<file path="src/rtl/malloc_arbiter.sv">
// malloc_arbiter: shares the single malloc engine among all cores.
// One level-sensitive request per core. Each transaction picks one winner,
// runs the engine's cs/operand handshake and returns the result as a
// one-cycle done pulse.
// Optional feature macro: MALLOC_ARB_RR_EN selects round-robin arbitration.
// When it is undefined, the lowest requesting index wins (fixed priority).
// The mpu_common package below carries the shared widths and the error type.

package mpu_common;
    localparam int CORE_COUNT       = 4;
    localparam int CORE_ID_WIDTH    = 2;
    localparam int BLOCK_COUNT_BITS = 8;
    localparam int ADDR_WIDTH       = 16;

    typedef enum logic [1:0] {
        MALLOC_NO_ERROR     = 2'd0,
        OUT_OF_MEMORY       = 2'd1,
        MALLOC_INVALID_SIZE = 2'd2
    } malloc_error_t;
endpackage

// Handshake semantics:
//   Core side: req[i] is a level held until gnt[i]. gnt[i] is a one-cycle
//   pulse meaning the operands were captured. done[i] is a later one-cycle
//   pulse with resp_* valid.
//   Engine side: m_cs is a one-cycle start strobe with m_* operands stable.
//   m_rdy is a one-cycle result strobe with m_base_addr/m_err valid.
//   m_cs is only raised from ARB_IDLE with m_bsy low.
module malloc_arbiter
    import mpu_common::*;
(
    input  logic                                         clk,
    input  logic                                         rst_n,
    input  logic [CORE_COUNT-1:0]                        req,
    input  logic [CORE_COUNT-1:0][BLOCK_COUNT_BITS-1:0]  req_num_blocks,
    input  logic [CORE_COUNT-1:0][CORE_COUNT-1:0]        req_read_mask,
    input  logic [CORE_COUNT-1:0][CORE_COUNT-1:0]        req_write_mask,
    output logic [CORE_COUNT-1:0]                        gnt,
    output logic [CORE_COUNT-1:0]                        done,
    output logic [ADDR_WIDTH-1:0]                        resp_base_addr,
    output malloc_error_t                                resp_err,
    output logic                                         arb_bsy,
    output logic                                         m_cs,
    output logic [CORE_ID_WIDTH-1:0]                     m_core_id,
    output logic [BLOCK_COUNT_BITS-1:0]                  m_num_blocks,
    output logic [CORE_COUNT-1:0]                        m_read_mask,
    output logic [CORE_COUNT-1:0]                        m_write_mask,
    input  logic                                         m_rdy,
    input  logic                                         m_bsy,
    input  logic [ADDR_WIDTH-1:0]                        m_base_addr,
    input  malloc_error_t                                m_err
);

    typedef enum logic [1:0] {
        ARB_IDLE = 2'd0,
        ARB_WAIT = 2'd1,
        ARB_RESP = 2'd2
    } arb_state_t;

    arb_state_t                  state, state_d;
    logic [CORE_ID_WIDTH-1:0]    winner;
    logic [CORE_ID_WIDTH-1:0]    idx_v;

    logic [CORE_COUNT-1:0]       gnt_d, done_d;
    logic [ADDR_WIDTH-1:0]       resp_base_addr_d;
    malloc_error_t               resp_err_d;
    logic                        arb_bsy_d, m_cs_d;
    logic [CORE_ID_WIDTH-1:0]    m_core_id_d;
    logic [BLOCK_COUNT_BITS-1:0] m_num_blocks_d;
    logic [CORE_COUNT-1:0]       m_read_mask_d, m_write_mask_d;

`ifdef MALLOC_ARB_RR_EN
    logic [CORE_ID_WIDTH-1:0]    last_grant, last_grant_d;

    // Winner: first asserted req searching upward from last_grant+1, wrapping.
    always_comb begin
        winner = '0;
        idx_v  = '0;
        for (int k = CORE_COUNT; k >= 1; k--) begin
            idx_v = CORE_ID_WIDTH'((int'(last_grant) + k) % CORE_COUNT);
            if (req[idx_v]) begin
                winner = idx_v;
            end
        end
    end
`else
    // Winner: lowest asserted req index.
    always_comb begin
        winner = '0;
        idx_v  = '0;
        for (int i = CORE_COUNT - 1; i >= 0; i--) begin
            idx_v = CORE_ID_WIDTH'(i);
            if (req[idx_v]) begin
                winner = idx_v;
            end
        end
    end
`endif

    // Next-state and next-output logic; every output is registered below.
    always_comb begin
        state_d          = state;
        gnt_d            = '0;
        done_d           = '0;
        m_cs_d           = 1'b0;
        arb_bsy_d        = arb_bsy;
        resp_base_addr_d = resp_base_addr;
        resp_err_d       = resp_err;
        m_core_id_d      = m_core_id;
        m_num_blocks_d   = m_num_blocks;
        m_read_mask_d    = m_read_mask;
        m_write_mask_d   = m_write_mask;
`ifdef MALLOC_ARB_RR_EN
        last_grant_d     = last_grant;
`endif
        case (state)
            ARB_IDLE: begin
                arb_bsy_d = 1'b0;
                if ((req != '0) && !m_bsy) begin
                    state_d          = ARB_WAIT;
                    gnt_d[winner]    = 1'b1;
                    m_cs_d           = 1'b1;
                    arb_bsy_d        = 1'b1;
                    m_core_id_d      = winner;
                    m_num_blocks_d   = req_num_blocks[winner];
                    m_read_mask_d    = req_read_mask[winner];
                    m_write_mask_d   = req_write_mask[winner];
                end
            end
            ARB_WAIT: begin
                if (m_rdy) begin
                    state_d           = ARB_RESP;
                    resp_base_addr_d  = m_base_addr;
                    resp_err_d        = m_err;
                    done_d[m_core_id] = 1'b1;
`ifdef MALLOC_ARB_RR_EN
                    last_grant_d      = m_core_id;
`endif
                end
            end
            ARB_RESP: begin
                // The engine has already dropped m_bsy by this cycle.
                state_d          = ARB_IDLE;
                arb_bsy_d        = 1'b0;
                resp_base_addr_d = '0;
                resp_err_d       = MALLOC_NO_ERROR;
            end
            default: begin
                state_d          = ARB_IDLE;
                arb_bsy_d        = 1'b0;
                resp_base_addr_d = '0;
                resp_err_d       = MALLOC_NO_ERROR;
                m_core_id_d      = '0;
                m_num_blocks_d   = '0;
                m_read_mask_d    = '0;
                m_write_mask_d   = '0;
            end
        endcase
    end

    // State register.
    always_ff @(posedge clk) begin
        if (!rst_n) begin
            state <= ARB_IDLE;
        end else begin
            state <= state_d;
        end
    end

    // Output and operand registers; reset drops any in-flight result.
    always_ff @(posedge clk) begin
        if (!rst_n) begin
            gnt            <= '0;
            done           <= '0;
            m_cs           <= 1'b0;
            arb_bsy        <= 1'b0;
            resp_base_addr <= '0;
            resp_err       <= MALLOC_NO_ERROR;
            m_core_id      <= '0;
            m_num_blocks   <= '0;
            m_read_mask    <= '0;
            m_write_mask   <= '0;
`ifdef MALLOC_ARB_RR_EN
            last_grant     <= CORE_ID_WIDTH'(CORE_COUNT - 1);
`endif
        end else begin
            gnt            <= gnt_d;
            done           <= done_d;
            m_cs           <= m_cs_d;
            arb_bsy        <= arb_bsy_d;
            resp_base_addr <= resp_base_addr_d;
            resp_err       <= resp_err_d;
            m_core_id      <= m_core_id_d;
            m_num_blocks   <= m_num_blocks_d;
            m_read_mask    <= m_read_mask_d;
            m_write_mask   <= m_write_mask_d;
`ifdef MALLOC_ARB_RR_EN
            last_grant     <= last_grant_d;
`endif
        end
    end

endmodule

</file>
<file path="config.mk">
export PLATFORM = sky130hd
export DESIGN_NAME = malloc_arbiter
export DESIGN_NICKNAME = d
export VERILOG_FILES = /design/src/rtl/malloc_arbiter.sv
export SDC_FILE = /design/constraint.sdc
export NUM_CORES = 1
export LEC_CHECK = 0
export ABC_AREA = 1
export CORE_ASPECT_RATIO = 1.4
export CORE_UTILIZATION = 30
export DETAILED_ROUTE_END_ITERATION = 8
export GPL_TIMING_DRIVEN = 0
export PLACE_DENSITY = 0.66
export SLEW_MARGIN = 5
export SYNTH_ARGS = -nofsm -noshare
export SYNTH_HDL_FRONTEND = slang
export SYNTH_SLANG_ARGS = --single-unit
</file>
<file path="constraint.sdc">
create_clock -name clk -period 1.9 [get_ports clk]
set_input_delay 0.285 -clock clk [delete_from_list [all_inputs] [get_ports clk]]
set_output_delay 0.285 -clock clk [all_outputs]
set_load 0.005 [all_outputs]
</file>
# Word-level counts from Yosys, hierarchy flattened
# Index checks and enable logic that the tools add are counted.
[word_totals]
regBits = 48
input_bits = 90
output_inout_bits = 46
elab_cells = 65
[classes]
order_cmp = 4
n_eq_ne = 4
n_mux = 31
bitwise = 2
reduce_logical = 13
[op_table]
columns = ["operator", "n"]
rows = [
  ["$pmux W16 S2", 1],
  ["$bmux W4 S2", 2],
  ["$bmux W8 S2", 1],
  ["$mux W16", 1],
  ["$mux W2", 8],
  ["$mux W4", 4],
  ["$mux W8", 2],
  ["$pmux W4 S2", 2],
  ["$pmux W8 S2", 1],
  ["$pmux W2 S2", 3],
  ["$reduce_and A2 Y1", 4],
  ["$lt A2 B3 Y1 const B", 2],
  ["$reduce_and A3 Y1", 2],
  ["$demux W1 S2", 2],
  ["$ge A2 B1 Y1 const B", 2],
  ["$ne A2 B2 Y1 const B", 2],
  ["$reduce_bool A4 Y1", 1],
  ["$logic_and A1 B1 Y1", 3],
  ["$mux W1", 3],
  ["$eq A2 B1 Y1 const B", 1],
  ["$eq A2 B2 Y1 const B", 1],
  ["$logic_not A2 Y1", 1],
  ["$not A1 Y1", 2],
  ["$pmux W1 S2", 1],
  ["other kinds (2)", 2],
]

# Logic depth before layout (Yosys ltp)
[depth]
depth_word = 8
ltp_mapped = 10
depth_no_buf = 8

# Worst setup path before layout
# OpenSTA, ideal clock, no wires.
[synth_path]
path_kind = "register to register"
startpoint = "reg state[0]"
endpoint = "reg resp_base_addr[12]"
t_arrival_ns = 1.221
path_slack_ns = 0.549
stages_incl_launch_ff = 10
n_path_buf = 1
path_cell_list = "dfxtp_1 > inv_1 > ha_1 > inv_2 > o21ai_0 > nand2_1 > inv_2 > buf_2 > nand2_1 > o21ai_0"
[synth_via]
elab_chain_len = 3
elab_cells_between_ends = 6
[synth_rtl]
columns = ["element", "line_no", "source"]
rows = [
  ["start, declared", "60", "arb_state_t state, state_d;"],
  ["start signal, assigned", "166", "state <= state_d;"],
  ["$eq A2 B1 Y1 / $logic_not A2 Y1 (equally long branches)", "116", "case (state)"],
  ["$ne A2 B2 Y1 (no line) / $not A1 Y1 (equally long branches)", "--", ""],
  ["$reduce_and A2 Y1 (no line)", "--", ""],
  ["end signal, assigned", "191", "resp_base_addr <= resp_base_addr_d;"],
  ["end, declared", "40", "output logic [ADDR_WIDTH-1:0] resp_base_addr,"],
]
# Several ways; a longest one is shown, not always the timed one.
# A chain may end at the register's enable or synchronous reset.

# Worst setup path after layout
[layout_path]
startpoint = "in req[0]"
endpoint = "reg m_num_blocks[5]"
[layout_via]
elab_chain_len = 5
elab_cells_between_ends = 9
[layout_rtl]
columns = ["element", "line_no", "source"]
rows = [
  ["start, declared", "34", "input logic [CORE_COUNT-1:0] req,"],
  ["$mux W2", "93", "if (req[idx_v]) begin"],
  ["$bmux W8 S2", "125", "m_num_blocks_d = req_num_blocks[winner];"],
  ["$mux W8 (not written as such)", "125", ""],
  ["$mux W8", "119", "if ((req != '0) && !m_bsy) begin"],
  ["$pmux W8 S2", "116", ""],
  ["end signal, assigned", "194", "m_num_blocks <= m_num_blocks_d;"],
  ["end, declared", "45", "output logic [BLOCK_COUNT_BITS-1:0] m_num_blocks,"],
]
# Several ways; a longest one is shown, not always the timed one. The select of a mux whose other input is x is not followed.

==> flow_metrics.tcl <==
set metrics [dict create \
    fin_crit_sh_pct 83.5 \
    wl_mm 7.08 \
    ys_types 21 \
    crit_required_ps 2080 \
    antenna_found_initial 0 \
    cp_slowest_cell "clkdlybuf4s50_1" \
    synth_top_family_by_area "simple AND/OR/NAND/NOR gates" \
    ios 136 \
    muxShareOfSynthArea_pct 0 \
    clock_sinks 48 \
    preCtsSetupSlack_ps -34.0 \
    hold_class "register to register" \
    cp_slowest_stage_delay_ps 530 \
    cts_tree "built" \
    grt_remaining_overflow 0 \
    netlist_instances 351 \
    synth-simple-area-share_pct 38.3 \
    area_growth_pct 68.4 \
    vias 2679 \
    drtIter0Drc 82 \
    cts_htree_levels 2 \
    yosys.area_share.adder_pct 1.07 \
    path_buf_inv 3 \
    drc_errors 0 \
    core_um2 7450 \
    max_freq_mhz 631 \
    finalSetupViolCount 0 \
    fp.dieH_um 106 \
    wl_per_cell_um 12.0 \
    first_global_vias 2638 \
    critical-path-top-delay-family "buffers and inverters" \
    yosysSeqAreaShare_pct 41.1 \
    holdBufCountCts 0 \
    period_needed_ps 1590 \
    grt_pass1_wl_mm 12.1 \
    synthXorXnorAreaFrac_pct 0 \
    cts_buffer_depth 2 \
    netlist_top_cells_area "dfxtp_1 41%, nand2_1 18%, nand3_1 11%" \
    synth_top_area_share_pct 41.1 \
    numCtsBuffers 5 \
    root_buffer "clkbuf_8" \
    drive_gt1_share_pct 6.29 \
    ys_ff_latch 48 \
    nets 584 \
    netlist_area_um2 2340 \
    crit_type "input port to register" \
    crit_path_start_kind "input port" \
    dp_hpwl_mm 5.84 \
    ys_warn_count 0 \
    finClkSkew_ps 10.3 \
    hold-worst-slack_ps 460 \
    path_common_cell "nand2_1" \
    synth_compound_area_share_pct 9.79 \
    post_cts_buffers 0 \
    syn_nets 443 \
    avgSynthCellArea_um2 6.66 \
    io_buffers 134 \
    die_area_um2 8160 \
    start_util_pct 31.4 \
    status "finished clean" \
    setup_tns_ps 0 \
    fin_total_pwr_mw 2.56 \
    max-slew-margin-rel_pct 69.6 \
    slew_violations 0 \
    vias_per_cell 4.54 \
    cp_max_fo 10 \
    rows 37 \
    arrival_ps 1760 \
    cts_resized 0 \
    firstDrtPassIters 4 \
    grt_util_all_layers_pct 18.2 \
    clkTransAtPathRegs_ps 90 \
    cap_violations 0 \
    power_density_nw_per_um2 651 \
    tightest_slew_ps 456 \
    ant_nets 0 \
    die_w_um 76.6 \
    clk-insertion-delay-late_ps 300 \
    grt_max_degree 17 \
    p_leak_nw 1.65 \
    n_antenna_cell 0 \
    hold_viol 0 \
    finalWorstSetupSlack_ps 314 \
    max-vdd-ir-drop_mv 0.338 \
    gp_congestion 0.809 \
    cp-end-kind "register" \
    synth_top_area_cell "dfxtp_1" \
    crit_chain "clkdlybuf4s50_1 -> inv_1 -> nand2_1 -> buf_2 -> nor2_1 -> nor2_1 -> nand2_1 -> nand2_1 -> a21oi_1" \
    grt_setup_unrepaired "no" \
]
cell families (layout without fill, tap and decap cells):
group | count (synthesis) | in the layout
AOI/OAI and AO/OA | 43 | 43
adders and majority gates | 2 | 2
buffers and inverters | 51 | 193
DFF | 48 | 48
and+or+nand+nor | 207 | 207
flip-flops by register name (all words and copies together), names as in the netlist, 2 cells and up:
| signal | count |
|---|---|
| gnt | 4 |
| state | 2 |
| resp_base_addr | 16 |
| m_num_blocks | 8 |
| resp_err | 2 |
| m_write_mask | 4 |
| m_core_id | 2 |
| done | 4 |
| m_read_mask | 4 |
stage by stage:
step	utilization, %	instances	cell area [um^2]
3_3_place_gp	51.0	582	3800
5_1_grt	52.8	590	3940
4_1_cts	52.8	590	3940
3_5_place_dp	51.0	582	3800
6_report	52.8	590	3940
2_1_floorplan	-	351	2340
cell usage after synthesis, drive strengths merged:
library cell,instances
nand2,112
clkinv,1
dfxtp,48
inv,34
ha,2
o211ai,1
nand3,53
a21oi,20
o21ai,22
clkbuf,4
buf,12
nor3,7
nor2,35
cells in the final DEF (no fill, tap or decap):
cell type        instances
inv_2                    3
nand3_2                  2
nand2_2                  1
clkbuf_1                 4
o21ai_4                  1
o211ai_1                 1
dfxtp_1                 48
nand3_1                 51
clkbuf_8                 5
nand2_1                110
bufinv_16                2
nand2_4                  1
clkinv_1                 1
inv_1                   31
o21ai_0                 21
inv_6                    1
buf_2                    6
nor2_1                  32
nor3_1                   7
ha_1                     2
clkdlybuf4s50_1        134
buf_4                    4
nor2_4                   3
buf_6                    2
a21oi_1                 20
area by class of cell:
class                      count  area (um^2)
inverter                      35          131
clock buffer                   5         68.8
multi-input combinational    252         1150
tap                           97          121
buffer                        16         97.6
clock inverter                 3         68.8
timing repair buffer         134         1340
fill                         761         3510
sequential                    48          961
worst min-delay path, cell delays in order (launching register included):
cell and delay (ps):
dfxtp_1 340, nand2_1 50, o21ai_0 50
power by group:
group	switching [mW]	total, mW	leakage [nW]	internal, mW
Combinational	0.276	0.612	1.20	0.336
Sequential	0.0249	1.08	0.390	1.05
Clock	0.346	0.875	0.0687	0.530
metal layers:
metal	share of wire (%)	global-route usage, %	routed length, um
met5	0	0	0
met4	3.0	7.42	213
met3	5.4	3.61	384
met2	50	33.1	3570
met1	41	20.5	2910
final timing paths:
path | start | to | slack (ps) | depth (start not counted)
hold / removal | resp_base_addr[3] | resp_base_addr[3] | 460 | 2
hold reg to reg | resp_base_addr[3] | resp_base_addr[3] | 460 | 2
setup / recovery | req[0] | m_num_blocks[5] | 310 | 9
setup reg to reg | state[0] | resp_base_addr[11] | 320 | 9
(Power assumes the default switching activity.)
